File: config.mk
export PLATFORM = sky130hd
export DESIGN_NAME = lif_spike_controller_flat
export DESIGN_NICKNAME = d
export VERILOG_FILES = /design/src/rtl/lif_spike_controller_if.sv /design/src/rtl/lif_spike_controller.sv /design/src/flat_wrapper.sv
export SDC_FILE = /design/constraint.sdc
export NUM_CORES = 1
export LEC_CHECK = 0
export CAP_MARGIN = 5
export CORE_ASPECT_RATIO = 0.5
export CORE_MARGIN = 2
export CORE_UTILIZATION = 35
export DETAILED_ROUTE_END_ITERATION = 10
export GPL_TIMING_DRIVEN = 0
export PLACE_DENSITY = 0.59
export SYNTH_ARGS = -nofsm -noshare
export SYNTH_HDL_FRONTEND = slang
export SYNTH_SLANG_ARGS = --single-unit
File: constraint.sdc
create_clock -name clk -period 5.7 [get_ports clk]
set_input_delay 1.14 -clock clk [delete_from_list [all_inputs] [get_ports clk]]
set_output_delay 1.14 -clock clk [all_outputs]
set_load 0.05 [all_outputs]
File: src/rtl/lif_spike_controller_if.sv
// Accumulator command bus between the LIF spike controller and the
// membrane accumulator: add/sub/load commands out, threshold flag back.
interface lif_spike_controller_if #(
  parameter int WIDTH = 8
);
  logic             add_en;
  logic             sub_en;
  logic             load_reset;
  logic [WIDTH-1:0] add;
  logic [WIDTH-1:0] sub;
  logic             thresh_hit;

  modport master (
    output add_en, sub_en, load_reset, add, sub,
    input  thresh_hit
  );

  modport slave (
    input  add_en, sub_en, load_reset, add, sub,
    output thresh_hit
  );
endinterface

File: src/rtl/lif_spike_controller.sv
// LIF neuron control FSM: turns spikes and periodic leak into accumulator
// commands, fires on threshold, clamps during refractory, counts events.
module lif_spike_controller #(
  parameter int WIDTH         = 8,
  parameter int LEAK_PERIOD   = 4,
  parameter int REFRAC_CYCLES = 3
) (
  input  logic                   clk,
  input  logic                   rst_n,
  input  logic                   enable,
  input  logic                   spike_in,
  input  logic [WIDTH-1:0]       weight_in,
  input  logic [WIDTH-1:0]       leak_in,
  lif_spike_controller_if.master acc,
  output logic                   spike_out,
  output logic                   in_refrac,
  output logic [15:0]            spike_count,
  output logic [15:0]            drop_count
);

  typedef enum logic [1:0] {
    IDLE,
    INTEGRATE,
    FIRE,
    REFRAC
  } state_t;

  localparam logic [7:0] LEAK_LAST   = 8'(LEAK_PERIOD - 1);
  localparam logic [7:0] REFRAC_INIT = 8'(REFRAC_CYCLES);

  state_t     state;
  logic [7:0] leak_timer;
  logic [7:0] refrac_cnt;
  logic       leak_pending;

  logic integ;
  logic live;
  logic tick;
  logic do_add;
  logic do_sub;
  logic clamp;
  logic drop;

  // Decode this cycle's command from registered state and live inputs.
  always_comb begin
    integ  = (state == INTEGRATE);
    live   = integ && !acc.thresh_hit;
    tick   = integ && (leak_timer == LEAK_LAST);
    do_add = live && spike_in;
    do_sub = live && !spike_in && (tick || leak_pending);
    clamp  = (state == FIRE) || (state == REFRAC);
    drop   = enable && spike_in && !live;
  end

  assign acc.add_en     = do_add;
  assign acc.sub_en     = do_sub;
  assign acc.load_reset = clamp;
  assign acc.add        = do_add ? weight_in : '0;
  assign acc.sub        = do_sub ? leak_in : '0;
  assign spike_out      = (state == FIRE);
  assign in_refrac      = clamp;

  // State, leak timing, refractory countdown and saturating counters.
  always_ff @(posedge clk) begin
    if (!rst_n) begin
      state        <= IDLE;
      leak_timer   <= '0;
      refrac_cnt   <= '0;
      leak_pending <= 1'b0;
      spike_count  <= '0;
      drop_count   <= '0;
    end else begin
      if (state == FIRE && spike_count != 16'hFFFF)
        spike_count <= spike_count + 16'd1;
      if (drop && drop_count != 16'hFFFF)
        drop_count <= drop_count + 16'd1;
      leak_timer   <= '0;
      leak_pending <= 1'b0;
      if (!enable) begin
        state <= IDLE;
      end else begin
        unique case (state)
          IDLE: state <= INTEGRATE;
          INTEGRATE: begin
            leak_timer <= tick ? 8'd0 : leak_timer + 8'd1;
            if (acc.thresh_hit)
              state <= FIRE;
            else if (spike_in)
              leak_pending <= leak_pending || tick;
          end
          FIRE: begin
            if (REFRAC_CYCLES == 0) begin
              state <= INTEGRATE;
            end else begin
              state      <= REFRAC;
              refrac_cnt <= REFRAC_INIT;
            end
          end
          REFRAC: begin
            refrac_cnt <= refrac_cnt - 8'd1;
            if (refrac_cnt == 8'd1)
              state <= INTEGRATE;
          end
          default: state <= IDLE;
        endcase
      end
    end
  end

endmodule
File: src/flat_wrapper.sv
// flat-port wrapper written by rule: the top's interface ports become plain ports
module lif_spike_controller_flat 
#(
  parameter int WIDTH         = 8,
  parameter int LEAK_PERIOD   = 4,
  parameter int REFRAC_CYCLES = 3
)
  (clk, rst_n, enable, spike_in, weight_in, leak_in, spike_out, in_refrac, spike_count, drop_count, acc_add_en, acc_sub_en, acc_load_reset, acc_add, acc_sub, acc_thresh_hit);
  lif_spike_controller_if #(.WIDTH(WIDTH)) acc_i ();
  input  logic clk;
  input  logic rst_n;
  input  logic enable;
  input  logic spike_in;
  input  logic [WIDTH-1:0] weight_in;
  input  logic [WIDTH-1:0] leak_in;
  output logic spike_out;
  output logic in_refrac;
  output logic [15:0] spike_count;
  output logic [15:0] drop_count;
  output wire logic [$bits(acc_i.add_en)-1:0] acc_add_en;
  output wire logic [$bits(acc_i.sub_en)-1:0] acc_sub_en;
  output wire logic [$bits(acc_i.load_reset)-1:0] acc_load_reset;
  output wire logic [$bits(acc_i.add)-1:0] acc_add;
  output wire logic [$bits(acc_i.sub)-1:0] acc_sub;
  input wire logic [$bits(acc_i.thresh_hit)-1:0] acc_thresh_hit;
  assign acc_add_en = acc_i.add_en;
  assign acc_sub_en = acc_i.sub_en;
  assign acc_load_reset = acc_i.load_reset;
  assign acc_add = acc_i.add;
  assign acc_sub = acc_i.sub;
  assign acc_i.thresh_hit = acc_thresh_hit;
  lif_spike_controller #(.WIDTH(WIDTH), .LEAK_PERIOD(LEAK_PERIOD), .REFRAC_CYCLES(REFRAC_CYCLES)) u_core (.clk(clk), .rst_n(rst_n), .enable(enable), .spike_in(spike_in), .weight_in(weight_in), .leak_in(leak_in), .acc(acc_i), .spike_out(spike_out), .in_refrac(in_refrac), .spike_count(spike_count), .drop_count(drop_count));
endmodule
Word level (Yosys, flattened, before mapping)

Index checks and enable logic that the tools add are counted.

Logic and storage cells: 50
Bits in registers: 51
Output and inout port bits: 53
Bits of input ports: 21

Eq/ne operators: 9
Bitwise gates (word level): 4
Reductions and logical operators: 21
Mux-type cells: 6
$add $sub $neg: 4

Operators by type and width:

| kind                                                                | count |
|---|---|
| 16-bit by 1-bit adder with 16-bit output (second input constant)    | 2 |
| 16-bit != test (second input constant)                              | 2 |
| 8-bit two-way mux                                                   | 2 |
| 8-bit case mux with 2 select lines                                  | 1 |
| 1-bit logical AND                                                   | 9 |
| 8-bit by 1-bit adder with 8-bit output (second input constant)      | 1 |
| 8-bit by 1-bit == test with 1-bit output (second input constant)    | 1 |
| 8-bit by 2-bit == test with 1-bit output (second input constant)    | 1 |
| 2-bit case mux with 4 select lines                                  | 1 |
| 8-bit by 1-bit subtractor with 8-bit output (second input constant) | 1 |
| 2-bit AND reduction                                                 | 3 |
| 5-bit OR reduction                                                  | 1 |
| 2-bit == test (second input constant)                               | 2 |
| 2-bit two-way mux                                                   | 2 |
| 2-bit != test (second input constant)                               | 2 |
| 1-bit inverter                                                      | 4 |
| 4-bit OR reduction                                                  | 1 |
| 1-bit logical NOT                                                   | 3 |
| 2-bit by 1-bit == test with 1-bit output (second input constant)    | 1 |
| 2-bit logical NOT                                                   | 1 |
| 1-bit logical OR                                                    | 2 |
| 2-bit nonzero test                                                  | 1 |

Depth between registers and ports, before layout

Gate-level depths: netlist of the first run.

Depth in word-level cells: 5
Mapped depth: 8
Gate-level depth less buffers: 6

Worst setup path after synthesis of the first run

No wires, ideal clock.

Path kind: input to output
From: input port acc_thresh_hit
To: output port acc_sub[0]
Setup slack: 1.729 ns
Arrival: 2.831 ns
Buffers on the path: 1
Data required time: 4.560 ns
Stages: 4
Cell sequence: nand2b_1 -> buf_2 -> a211oi_2 -> and2_1

Cells in the longest elaborated chain, start to end: 5

Ends and longest elaborated chain:

| what                            | RTL line                   | RTL |
|---|---|---|
| start, declared                 | flat_wrapper.sv:25         | `input wire logic [$bits(acc_i.thresh_hit)-1:0] acc_thresh_hit;` |
| 1-bit logical NOT               | lif_spike_controller.sv:47 | `live = integ && !acc.thresh_hit;` |
| 1-bit logical AND               | lif_spike_controller.sv:47 |  |
| 1-bit logical AND (2 in series) | lif_spike_controller.sv:50 | `do_sub = live && !spike_in && (tick \|\| leak_pending);` |
| net acc_sub_en                  | flat_wrapper.sv:21         | `output wire logic [$bits(acc_i.sub_en)-1:0] acc_sub_en;` |
| 8-bit two-way mux               | lif_spike_controller.sv:59 | `assign acc.sub = do_sub ? leak_in : '0;` |
| end, declared                   | flat_wrapper.sv:24         | `output wire logic [$bits(acc_i.sub)-1:0] acc_sub;` |

The timed path passes the listed nets, and every way through them passes these cells.

Final worst setup path of the first run

From: input port acc_thresh_hit
To: output port acc_sub[1]

Cells in the longest elaborated chain, start to end: 5

Ends and longest elaborated chain:

| what                            | RTL line |
|---|---|
| 1-bit logical NOT               | lif_spike_controller.sv:47 |
| 1-bit logical AND               | lif_spike_controller.sv:47 |
| 1-bit logical AND (2 in series) | lif_spike_controller.sv:50 |
| 8-bit two-way mux               | lif_spike_controller.sv:59 |

Every way passes these cells.

==> results of run 1 <==
==> Yosys cell counts (2+ instances only) <==
library cell / count
sky130_fd_sc_hd__nand2_1: 35
sky130_fd_sc_hd__and4_1: 5
sky130_fd_sc_hd__dfxtp_1: 51
sky130_fd_sc_hd__nor2b_1: 2
sky130_fd_sc_hd__xor2_1: 9
sky130_fd_sc_hd__or4_1: 6
sky130_fd_sc_hd__clkbuf_1: 5
sky130_fd_sc_hd__a211oi_1: 2
sky130_fd_sc_hd__a31oi_1: 4
sky130_fd_sc_hd__buf_1: 2
sky130_fd_sc_hd__nand4_1: 11
sky130_fd_sc_hd__a21oi_1: 21
sky130_fd_sc_hd__o31ai_1: 6
sky130_fd_sc_hd__o21a_1: 2
sky130_fd_sc_hd__nand3_1: 15
sky130_fd_sc_hd__o21ai_0: 4
sky130_fd_sc_hd__a311oi_1: 5
sky130_fd_sc_hd__and3_1: 9
sky130_fd_sc_hd__nor2_1: 19
sky130_fd_sc_hd__mux2i_1: 15
sky130_fd_sc_hd__nor3_1: 10
sky130_fd_sc_hd__or3_1: 4
sky130_fd_sc_hd__inv_1: 13
sky130_fd_sc_hd__nand2b_1: 13
sky130_fd_sc_hd__nor4_1: 5
sky130_fd_sc_hd__nor3b_1: 2
sky130_fd_sc_hd__o211ai_1: 3
sky130_fd_sc_hd__or2_2: 2
sky130_fd_sc_hd__xnor2_1: 2
sky130_fd_sc_hd__a2111oi_0: 2
sky130_fd_sc_hd__ha_1: 8
sky130_fd_sc_hd__and2_1: 20
==> metrics by stage <==
stage               hold slack, ns  setup WS (ns)  total power (W)  instances
global route                 0.525           1.01         0.000758        516
CTS                          0.491           1.15         0.000737        516
finish                       0.487           1.16         0.000731        516
detailed placement           0.475           1.18         0.000447        508
global placement             0.467           1.23         0.000444        508
floorplan                    0.437           1.73         0.000416        328
==> where the power goes <==
part	internal [W]	switching [W]	leakage, nW
clock	0.000161	0.000132	0.0733
combinational	0.0000309	0.0000412	0.776
sequential	0.000361	0.00000528	0.412
==> cells in the final DEF, fill, tap and decap left out, types with 8 or more instances in the layout <==
cell type                          n
sky130_fd_sc_hd__a21oi_1          21
sky130_fd_sc_hd__and2_1           20
sky130_fd_sc_hd__and3_1            9
sky130_fd_sc_hd__clkdlybuf4s50_1  72
sky130_fd_sc_hd__dfxtp_1          51
sky130_fd_sc_hd__ha_1              8
sky130_fd_sc_hd__inv_1            13
sky130_fd_sc_hd__mux2i_1          15
sky130_fd_sc_hd__nand2_1          35
sky130_fd_sc_hd__nand2b_1         13
sky130_fd_sc_hd__nand3_1          15
sky130_fd_sc_hd__nand4_1          11
sky130_fd_sc_hd__nor2_1           19
sky130_fd_sc_hd__nor3_1           10
sky130_fd_sc_hd__xor2_1            9
==> registers in the layout (all words and copies together), names as in the netlist <==
| name | cells |
|---|---|
| u_core.leak_timer | 8 |
| u_core.spike_count | 16 |
| u_core.drop_count | 16 |
| u_core.refrac_cnt | 8 |
| u_core.state | 2 |
| u_core.leak_pending | 1 |
==> worst min-delay path by stage <==
stage / startpoint / to / slack (ns) / depth (start not counted)
after floorplan: u_core.leak_timer[0] / u_core.leak_timer[0] / 0.44 / 1
after global placement: u_core.leak_timer[0] / u_core.leak_timer[0] / 0.47 / 1
after detailed placement: u_core.leak_timer[0] / u_core.leak_timer[0] / 0.48 / 1
after CTS: u_core.leak_timer[0] / u_core.leak_timer[0] / 0.49 / 1
after global routing: u_core.drop_count[0] / u_core.drop_count[0] / 0.53 / 2
final: u_core.leak_timer[0] / u_core.leak_timer[0] / 0.49 / 1
==> cell families (layout without fill, tap and decap cells) <==
| kind of cell | Yosys count | after routing | synth area share |
|---|---|---|---|
| compound gates | 58 | 58 | 0.149 |
| flops | 51 | 51 | 0.372 |
| mux | 15 | 15 | 0.0547 |
| buf+inv | 24 | 104 | 0.0351 |
| simple gates | 161 | 161 | 0.318 |
| xor+xnor | 11 | 11 | 0.0351 |
| fa+ha+maj | 8 | 8 | 0.0365 |
==> layer usage <==
layer | global-route usage | share of wire
met1 | 0.216 | 0.46
met3 | 0.0538 | 0.067
met5 | 0 | 0
met4 | 0.0489 | 0.011
met2 | 0.301 | 0.46
==> area by class of cell <==
class | count | area [um^2] | area share
Tap cell | 108 | 135 | 0.0361
Clock buffer | 5 | 125 | 0.0334
Inverter | 14 | 52.6 | 0.0140
Multi-Input combinational cell | 253 | 1630 | 0.435
Buffer | 10 | 43.8 | 0.0117
Clock inverter | 3 | 15.0 | 0.00401
Timing Repair Buffer | 72 | 721 | 0.193
Sequential cell | 51 | 1020 | 0.273
==> qor.tcl, run 1 <==
set qor(antenna_left) 0
set qor(post-synth-top-area-cell) {sky130_fd_sc_hd__dfxtp_1}
set qor(setup.worst_path.end) {acc_sub[1]}
set qor(via_total_after_detailed_routing) 2743
set qor(grt_first_pass_wirelength_um) 12100
set qor(transition_at_the_pin_with_the_smallest_max_transition_slack_ns) 0.730
set qor(cts_hold_repair.buffers) 0
set qor(synth_nets) 357
set qor(cts_root_buf) {sky130_fd_sc_hd__clkbuf_16}
set qor(initial_utilization) 0.368
set qor(summed_instance_area_of_the_synthesized_netlist_um2) 2750
set qor(core_area_um2) 7460
set qor(synth_async_sr_flop_share) 0
set qor(design_area_um2) 3740
set qor(place.detailed.hpwl_um) 5410
set qor(dpl-instance-area_um2) 3600
set qor(timing.critical_path.slowest_stage_cell) {sky130_fd_sc_hd__clkdlybuf4s50_1}
set qor(worstRegToRegCells) 6
set qor(timing.final.max_slew_violations) 0
set qor(post_cts.resized_instances) 0
set qor(critical_path.startpoint) {acc_thresh_hit}
set qor(drt-vias-per-instance) 5.32
set qor(detailedRoute.firstIterationViolations) 192
set qor(maximum_number_of_pins_on_one_net_before_global_route_repair) 16
set qor(clock_latency_ns) 0.29
set qor(floorplan.rows) 22
set qor(slowest_delay_ns) 0.81
set qor(htreeDepth) 2
set qor(path_delay_family) {buffers and inverters}
set qor(clock_tree_skew_after_final_layout_ns) 0.00511
set qor(status) {finished clean}
set qor(numCtsBuffers) 5
set qor(gp_congestion) 0.820
set qor(critPathBufInv) 3
set qor(final_core_utilization) 0.502
set qor(hold_class) {flop to flop}
set qor(postSynth.topFlopCell) {sky130_fd_sc_hd__dfxtp_1}
set qor(setup-violations-final) 0
set qor(post-route-period-util) 0.796
set qor(syn2layout_area_growth_pct) 36.3
set qor(report.final.hold_viol_count) 0
set qor(synth_enable_flop_cells) 0
set qor(finish.net_count) 436
set qor(critical-path-top-cell-by-count) {sky130_fd_sc_hd__clkdlybuf4s50_1}
set qor(synth.top_cell.area_share) 0.372
set qor(io-pin-count) 74
set qor(layout-drive-gt1-share) 0.0417
set qor(grt.overflow.total) 0
set qor(fmaxAchievable_ghz) 0.220
set qor(detail_route.first_pass.iterations) 4
set qor(max-cap-violations) 0
set qor(ys_seq_elements) 51
set qor(rr_endpoint) {u_core.spike_count[9]}
set qor(r2r_start) {u_core.state[0]}
set qor(first_global_vias) 2663
set qor(yosysUniqueCellTypes) 48
set qor(clock_path_buffers) 2
set qor(static-leakage-power_nw) 1.26
set qor(synthCells) 328
set qor(n_antenna_cell) 0
set qor(setup-tns-final_ns) 0
set qor(synth_warnings) 0
set qor(timing.critical_path.arrival_ns) 3.40
set qor(mean_post_synth_cell_area_um2) 8.37
set qor(postCtsSetupRepairBufs) 0
set qor(setup.worst_path.start_class) {input port}
set qor(critical_path_cell_count) 6
set qor(port-buffer-count) 72
set qor(path_cells) {clkdlybuf4s50_1 -> nand2b_1 -> buf_2 -> a211oi_2 -> and2_1 -> clkdlybuf4s50_1}
set qor(data_required_time_at_the_worst_endpoint_ns) 4.56
set qor(antenna_found_initial) 0
set qor(endpoint_kind) {output pin}
set qor(cts_sinks) 51
set qor(fp.dieW_um) 129
set qor(post_synth_main_area_contributors) {sky130_fd_sc_hd__dfxtp_1 (37%), sky130_fd_sc_hd__mux2i_1 (5.5%), sky130_fd_sc_hd__nand2_1 (4.8%), sky130_fd_sc_hd__and2_1 (4.6%), sky130_fd_sc_hd__a21oi_1 (3.8%)}
set qor(ys_seq_area_frac) 0.372
set qor(path_class) {input port to output pin}
set qor(grt_setup_unrepaired) {no}
set qor(design.die.area_um2) 8610
set qor(worst_setup_hold_path_clk_slew_ns) 0.06
set qor(tritoncts) {yes}
set qor(drc_errors) 0
set qor(final_layout_fill_cell_count) 727
set qor(maxSlewHeadroom) 0.509
set qor(grt_util_all_layers) 0.176
set qor(pwr_density_cell_nw_per_um2) 195
set qor(reg2reg_slack_ns) 3.65
set qor(finalWirelength_um) 7210
set qor(route.detailed.wl_per_inst_um) 14.0
set qor(die_h_um) 66.6
set qor(finalWorstPathRequiredPeriod_ns) 4.54
set qor(power.ir.vdd_worst_mv) 0.115
set qor(crit_fanout) 10
No activity file was read; power rests on OpenSTA's default activity.
==> run 2, diff against run 1 <==
--- a/config.mk
+++ b/config.mk
@@ -11,7 +11,7 @@
 export CORE_UTILIZATION = 35
 export DETAILED_ROUTE_END_ITERATION = 10
 export GPL_TIMING_DRIVEN = 0
-export PLACE_DENSITY = 0.59
+export PLACE_DENSITY = 0.61
 export SYNTH_ARGS = -nofsm -noshare
 export SYNTH_HDL_FRONTEND = slang
 export SYNTH_SLANG_ARGS = --single-unit
==> constraint.sdc (replaced) <==
create_clock -name clk -period 3.9 [get_ports clk]
set_input_delay 0.78 -clock clk [delete_from_list [all_inputs] [get_ports clk]]
set_output_delay 0.78 -clock clk [all_outputs]
set_load 0.05 [all_outputs]
==> run 2 against run 1 <==
Effect of this change: global-route usage is 0.16 points lower; total power is 52% higher; clock skew down 0.0028 ns.
==> qor.tcl, run 2 (synthesized netlist as in run 1, its figures left out) <==
set qor(setup.worst_path.start_class) {input port}
set qor(transition_at_the_pin_with_the_smallest_max_transition_slack_ns) 0.809 ;# +0.0789 ns
set qor(clock_latency_ns) 0.29 ;# about the same
set qor(cts_hold_repair.buffers) 0 ;# unchanged
set qor(numCtsBuffers) 5 ;# unchanged
set qor(pwr_density_cell_nw_per_um2) 293 ;# +50%
set qor(syn2layout_area_growth_pct) 38.1
set qor(finalNonFillerCells) 516 ;# unchanged
set qor(rr_endpoint) {u_core.drop_count[15]}
set qor(grt_most_used_layer) {met2}
set qor(worst_setup_hold_path_clk_slew_ns) 0.07 ;# about the same
set qor(first_global_vias) 2621 ;# -1.6%
set qor(max-cap-violations) 0 ;# unchanged
set qor(grtUsageMet1) 0.206 ;# -0.0102
set qor(fmaxAchievable_ghz) 0.269
set qor(path_cells) {clkdlybuf4s50_1 -> nand2b_1 -> buf_2 -> a211oi_4 -> and2_1 -> clkdlybuf4s50_1}
set qor(route.detailed.wl_per_inst_um) 14.0 ;# +0.53%
set qor(finalWorstPathRequiredPeriod_ns) 3.71
set qor(finish.net_count) 436 ;# unchanged
set qor(endpoint_kind) {output pin}
set qor(r2r_start) {u_core.state[1]}
set qor(io-pin-count) 74 ;# unchanged
set qor(timing.critical_path.slowest_stage_cell) {sky130_fd_sc_hd__clkdlybuf4s50_1}
set qor(dp_cells) 508 ;# unchanged
set qor(design.die.area_um2) 8610 ;# unchanged
set qor(setup_slack_ns) 0.187 ;# -0.976 ns
set qor(maxSlewHeadroom) 0.456 ;# -0.0531
set qor(antenna_found_initial) 0 ;# unchanged
set qor(crit_fanout) 10 ;# unchanged
set qor(mostFrequentLayoutCell) {sky130_fd_sc_hd__clkdlybuf4s50_1}
set qor(final_layout_fill_cell_count) 707 ;# -2.8%
set qor(path_class) {input port to output pin}
set qor(detail_route.first_pass.iterations) 4 ;# unchanged
set qor(grt_setup_unrepaired) {no}
set qor(htreeDepth) 2 ;# unchanged
set qor(critical_path.startpoint) {acc_thresh_hit}
set qor(timing.final.max_slew_violations) 0 ;# unchanged
set qor(ff_latch_area_um2) 1020 ;# unchanged
set qor(antenna_left) 0 ;# unchanged
set qor(core_area_um2) 7460 ;# unchanged
set qor(clock_tree_skew_after_final_layout_ns) 0.00233 ;# -0.00278 ns
set qor(drc_errors) 0 ;# unchanged
set qor(worstRegToRegCells) 7 ;# +1
set qor(setup.worst_path.end) {acc_sub[5]}
set qor(n_antenna_cell) 0 ;# unchanged
set qor(layout-drive-gt1-share) 0.0441 ;# +0.00245
set qor(place.detailed.hpwl_um) 5430 ;# +0.40%
set qor(most-common-layout-cells) {sky130_fd_sc_hd__clkdlybuf4s50_1 (65), sky130_fd_sc_hd__dfxtp_1 (51), sky130_fd_sc_hd__nand2_1 (35)}
set qor(report.final.hold_viol_count) 0 ;# unchanged
set qor(global_route.usage.met3) 0.0442 ;# -0.00964
set qor(maximum_number_of_pins_on_one_net_before_global_route_repair) 15 ;# -1
set qor(dpl-instance-area_um2) 3600 ;# unchanged
set qor(slowest_delay_ns) 0.79 ;# -0.02 ns
set qor(die_h_um) 66.6 ;# unchanged
set qor(grt_first_pass_wirelength_um) 11900 ;# -1.4%
set qor(reg2reg_slack_ns) 1.82 ;# -1.83 ns
set qor(floorplan.rows) 22 ;# unchanged
set qor(total_power_w) 0.00111 ;# +52%
set qor(critical-path-top-cell-by-count) {sky130_fd_sc_hd__clkdlybuf4s50_1}
set qor(pre_cts_ws_ns) 0.0679 ;# -1.11 ns
set qor(detailedRoute.firstIterationViolations) 121 ;# -37%
set qor(data_required_time_at_the_worst_endpoint_ns) 3.12 ;# -1.44 ns
set qor(cts_root_buf) {sky130_fd_sc_hd__clkbuf_16}
set qor(multi_input_comb_area_um2) 1640 ;# +1.0%
set qor(power.ir.vdd_worst_mv) 0.152 ;# +32%
set qor(setup-violations-final) 0 ;# unchanged
set qor(initial_utilization) 0.368 ;# unchanged
set qor(timing.critical_path.arrival_ns) 2.93 ;# -0.47 ns
set qor(grt.overflow.total) 0 ;# unchanged
set qor(port-buffer-count) 72 ;# unchanged
set qor(finalWirelength_um) 7250 ;# +0.53%
set qor(via_total_after_detailed_routing) 2732 ;# -0.40%
set qor(groute.layer.met2.usage) 0.313 ;# +0.0112
set qor(post-route-period-util) 0.952
set qor(cts_sinks) 51 ;# unchanged
set qor(reg_top3) {u_core.drop_count: 16 flops, u_core.spike_count: 16 flops}
set qor(design_area_um2) 3790 ;# +1.3%
set qor(drt-vias-per-instance) 5.29 ;# -0.40%
set qor(static-leakage-power_nw) 1.40 ;# +11%
set qor(status) {finished clean}
set qor(tritoncts) {yes}
set qor(clock_path_buffers) 2 ;# unchanged
set qor(gp_congestion) 0.802 ;# -2.1%
set qor(hold_class) {flop to flop}
set qor(grt_util_all_layers) 0.174 ;# -0.00158
set qor(fp.dieW_um) 129 ;# unchanged
set qor(setup-tns-final_ns) 0 ;# unchanged
-- run 2: final cells by class --
class / instances / share of cell area
buffer: 10 / 0.0116
clock buffer: 8 / 0.0413
inverter: 14 / 0.0139
multi-input combinational: 253 / 0.434
sequential: 51 / 0.269
tap: 108 / 0.0356
timing repair buffer: 72 / 0.195
-- run 2: how the worst min path moves through the flow --
stage	from	to	slack, ns	depth (start not counted)
2_1_floorplan	u_core.leak_timer[0]	u_core.leak_timer[0]	0.44	1
3_3_place_gp	u_core.leak_timer[0]	u_core.leak_timer[0]	0.46	1
3_5_place_dp	u_core.leak_timer[0]	u_core.leak_timer[0]	0.47	1
4_1_cts	u_core.leak_timer[0]	u_core.leak_timer[0]	0.49	1
5_1_grt	u_core.leak_timer[0]	u_core.leak_timer[0]	0.52	1
6_report	u_core.leak_timer[0]	u_core.leak_timer[0]	0.48	1
-- run 2: routing by layer --
metal  share of wire  up-vias  wire, um
met5               0        -         0
met4           0.014        0        99
met3           0.059        9       427
met2            0.46       78      3320
met1            0.47     1291      3400
li1                -     1354         -
-- run 2: what timing repair did --
item | in CTS | in global routing
resized for setup | 0 | 10
setup buffers | 0 | 0
endpoints found under the setup margin | 0 | 13
-- run 2: worst max-delay path, delay by kind of cell --
family	cells	cell delay, ns
buffers and inverters	3	1.42
AO/OA/AOI/OAI	1	0.39
AND/OR/NAND/NOR	2	0.35
-- run 2: stage by stage --
step	utilization	hold slack [ns]
after floorplan	-	0.437
after global placement	0.483	0.457
after detailed placement	0.483	0.474
after CTS	0.504	0.491
after global routing	0.508	0.518
final	0.508	0.484
-- run 2: power by group --
part | leakage [nW] | switching, W | internal [W] | total (W)
registers | 0.412 | 0.00000774 | 0.000527 | 0.000535
clock network | 0.0772 | 0.000194 | 0.000274 | 0.000468
logic | 0.909 | 0.0000610 | 0.0000453 | 0.000106
==> run 3, diff against run 2 <==
--- a/config.mk
+++ b/config.mk
@@ -9,6 +9,7 @@
 export CORE_ASPECT_RATIO = 0.5
 export CORE_MARGIN = 2
 export CORE_UTILIZATION = 35
+export CTS_BUF_LIST = sky130_fd_sc_hd__clkbuf_4
 export DETAILED_ROUTE_END_ITERATION = 10
 export GPL_TIMING_DRIVEN = 0
 export PLACE_DENSITY = 0.61
==> run 3 against run 2 <==
Effect of this change: design area shrank 3.6%; sequential share of layout area grew 1.0 points; wire length shrank 0.74%; combinational power is essentially flat; clock power shrank 48%; via count grew 0.40%.
==> qor.tcl, run 3 (synthesized netlist as in run 1, its figures left out) <==
set qor(antenna_left) 0 ;# unchanged
set qor(detail_route.first_pass.iterations) 4 ;# unchanged
set qor(post-route-period-util) 0.926 ;# -0.0260
set qor(worst_setup_hold_path_clk_slew_ns) 0.14 ;# +0.07 ns
set qor(endpoint_kind) {output pin}
set qor(via_total_after_detailed_routing) 2743 ;# +0.40%
set qor(n_antenna_cell) 0 ;# unchanged
set qor(timing.critical_path.arrival_ns) 2.83 ;# -0.10 ns
set qor(setup-tns-final_ns) 0 ;# unchanged
set qor(r2r_start) {u_core.state[1]}
set qor(postCtsSetupRepairBufs) 0 ;# unchanged
set qor(hold_class) {flop to flop}
set qor(syn2layout_area_growth_pct) 33.2
set qor(layout-drive-gt1-share) 0.0392 ;# -0.00490
set qor(maxSlewHeadroom) 0.462 ;# +0.00635
set qor(transition_at_the_pin_with_the_smallest_max_transition_slack_ns) 0.800 ;# -0.00943 ns
set qor(mostFrequentLayoutCell) {sky130_fd_sc_hd__clkdlybuf4s50_1}
set qor(data_required_time_at_the_worst_endpoint_ns) 3.12 ;# about the same
set qor(clock_latency_ns) 0.37 ;# +0.08 ns
set qor(finalWirelength_um) 7200 ;# -0.74%
set qor(max-cap-violations) 0 ;# unchanged
set qor(grt_setup_unrepaired) {no}
set qor(rr_endpoint) {u_core.drop_count[15]}
set qor(die_h_um) 66.6 ;# unchanged
set qor(cts_sinks) 51 ;# unchanged
set qor(fp.dieW_um) 129 ;# unchanged
set qor(htreeDepth) 2 ;# unchanged
set qor(finish.net_count) 436 ;# unchanged
set qor(gp_congestion) 0.802 ;# unchanged
set qor(numCtsBuffers) 5 ;# unchanged
set qor(clock_tree_skew_after_final_layout_ns) 0.0191 ;# +0.0168 ns
set qor(design.die.area_um2) 8610 ;# unchanged
set qor(dpl-instance-area_um2) 3600 ;# unchanged
set qor(io-pin-count) 74 ;# unchanged
set qor(drc_errors) 0 ;# unchanged
set qor(clock_path_buffers) 2 ;# unchanged
set qor(grt_first_pass_wirelength_um) 11900 ;# -0.58%
set qor(setup.worst_path.start_class) {input port}
set qor(cts_root_buf) {sky130_fd_sc_hd__clkbuf_4}
set qor(place.detailed.hpwl_um) 5430 ;# unchanged
set qor(fmaxAchievable_ghz) 0.277 ;# +2.8%
set qor(detailedRoute.firstIterationViolations) 164 ;# +36%
set qor(grt_util_all_layers) 0.172 ;# -0.00221
set qor(timing.final.max_slew_violations) 0 ;# unchanged
set qor(setup.worst_path.end) {acc_add[4]}
set qor(drt-vias-per-instance) 5.32 ;# +0.40%
set qor(design_area_um2) 3660 ;# -3.6%
set qor(port-buffer-count) 72 ;# unchanged
set qor(route.detailed.wl_per_inst_um) 13.9 ;# -0.74%
set qor(core_area_um2) 7460 ;# unchanged
set qor(first_global_vias) 2604 ;# -0.65%
set qor(floorplan.rows) 22 ;# unchanged
set qor(worstRegToRegCells) 7 ;# unchanged
set qor(status) {finished clean}
set qor(reg2reg_slack_ns) 1.82 ;# about the same
set qor(report.final.hold_viol_count) 0 ;# unchanged
set qor(hold_slack_ns) 0.500 ;# +0.0158 ns
set qor(static-leakage-power_nw) 1.28 ;# -8.8%
set qor(tritoncts) {yes}
set qor(setup-violations-final) 0 ;# unchanged
set qor(pwr_density_cell_nw_per_um2) 242 ;# -17%
set qor(reg_top3) {u_core.drop_count: 16 flops, u_core.spike_count: 16 flops}
set qor(finalWorstPathRequiredPeriod_ns) 3.61 ;# -0.102 ns
set qor(crit_fanout) 10 ;# unchanged
set qor(most-common-layout-cells) {sky130_fd_sc_hd__clkdlybuf4s50_1 (63), sky130_fd_sc_hd__dfxtp_1 (51), sky130_fd_sc_hd__nand2_1 (35)}
set qor(critical_path.startpoint) {acc_thresh_hit}
set qor(maximum_number_of_pins_on_one_net_before_global_route_repair) 15 ;# unchanged
set qor(antenna_found_initial) 0 ;# unchanged
set qor(cts_hold_repair.buffers) 0 ;# unchanged
set qor(initial_utilization) 0.368 ;# unchanged
set qor(power.ir.vdd_worst_mv) 0.0981 ;# -36%
set qor(path_class) {input port to output pin}
set qor(grt.overflow.total) 0 ;# unchanged
[run 3: cell count changes in the layout (fill, tap and decap cells not counted), moves of 5 or more]
cell	delta
sky130_fd_sc_hd__clkbuf_16	-5
sky130_fd_sc_hd__clkbuf_4	+6
sky130_fd_sc_hd__dlygate4sd2_1	+8
sky130_fd_sc_hd__dlymetal6s2s_1	-6
[run 3: worst min-delay path by stage]
| stage | slack, ns | end | from | depth (start not counted) |
|---|---|---|---|---|
| finish | 0.50 | u_core.leak_timer[0] | u_core.leak_timer[0] | 1 |
| global route | 0.54 | u_core.leak_timer[0] | u_core.leak_timer[0] | 1 |
| CTS | 0.51 | u_core.leak_timer[0] | u_core.leak_timer[0] | 1 |
| detailed placement | 0.47 | u_core.leak_timer[0] | u_core.leak_timer[0] | 1 |
| floorplan | 0.44 | u_core.leak_timer[0] | u_core.leak_timer[0] | 1 |
| global placement | 0.46 | u_core.leak_timer[0] | u_core.leak_timer[0] | 1 |
[run 3: per-stage QoR]
stage               setup slack [ns]  total power [W]  utilization  instances
global placement               0.171         0.000649        0.483        508
detailed placement            0.0679         0.000652        0.483        508
CTS                           0.0822         0.000891        0.488        516
floorplan                      0.649         0.000608            -        328
global route                  0.0550         0.000922        0.490        516
finish                         0.288         0.000884        0.490        516
[run 3: per-layer routing]
| layer | routed length [um] | GRT usage | part of all wire |
|---|---|---|---|
| met5 | 0 | 0 | 0 |
| met2 | 3270 | 0.311 | 0.45 |
| met3 | 467 | 0.0450 | 0.065 |
| met1 | 3390 | 0.207 | 0.47 |
| met4 | 72 | 0.0394 | 0.010 |
[run 3: final cells by class]
class | instances | area (um^2)
Buffer | 10 | 43.8
Multi-Input combinational cell | 253 | 1640
Clock buffer | 6 | 45.0
Fill cell | 725 | 3800
Clock inverter | 2 | 7.51
Tap cell | 108 | 135
Sequential cell | 51 | 1020
Timing Repair Buffer | 72 | 713
Inverter | 14 | 52.6
[run 3: critical path: stages]
cell,delay (ns)
sky130_fd_sc_hd__clkdlybuf4s50_1,0.43
sky130_fd_sc_hd__nand2b_1,0.16
sky130_fd_sc_hd__buf_2,0.19
sky130_fd_sc_hd__nor2_2,0.27
sky130_fd_sc_hd__and2_1,0.19
sky130_fd_sc_hd__clkdlybuf4s50_1,0.81
[run 3: timing repair]
item / 4_1_cts / 5_1_grt
gates resized for setup: 8 / 3
endpoints found under the hold margin: 0 / 0
setup endpoints to repair: 8 / 11
[run 3: where the power goes]
group	total (W)	leakage [nW]	internal, W	switching, W
logic	0.000106	0.833	0.0000453	0.0000608
clock network	0.000242	0.0307	0.0000744	0.000167
registers	0.000536	0.412	0.000528	0.00000774
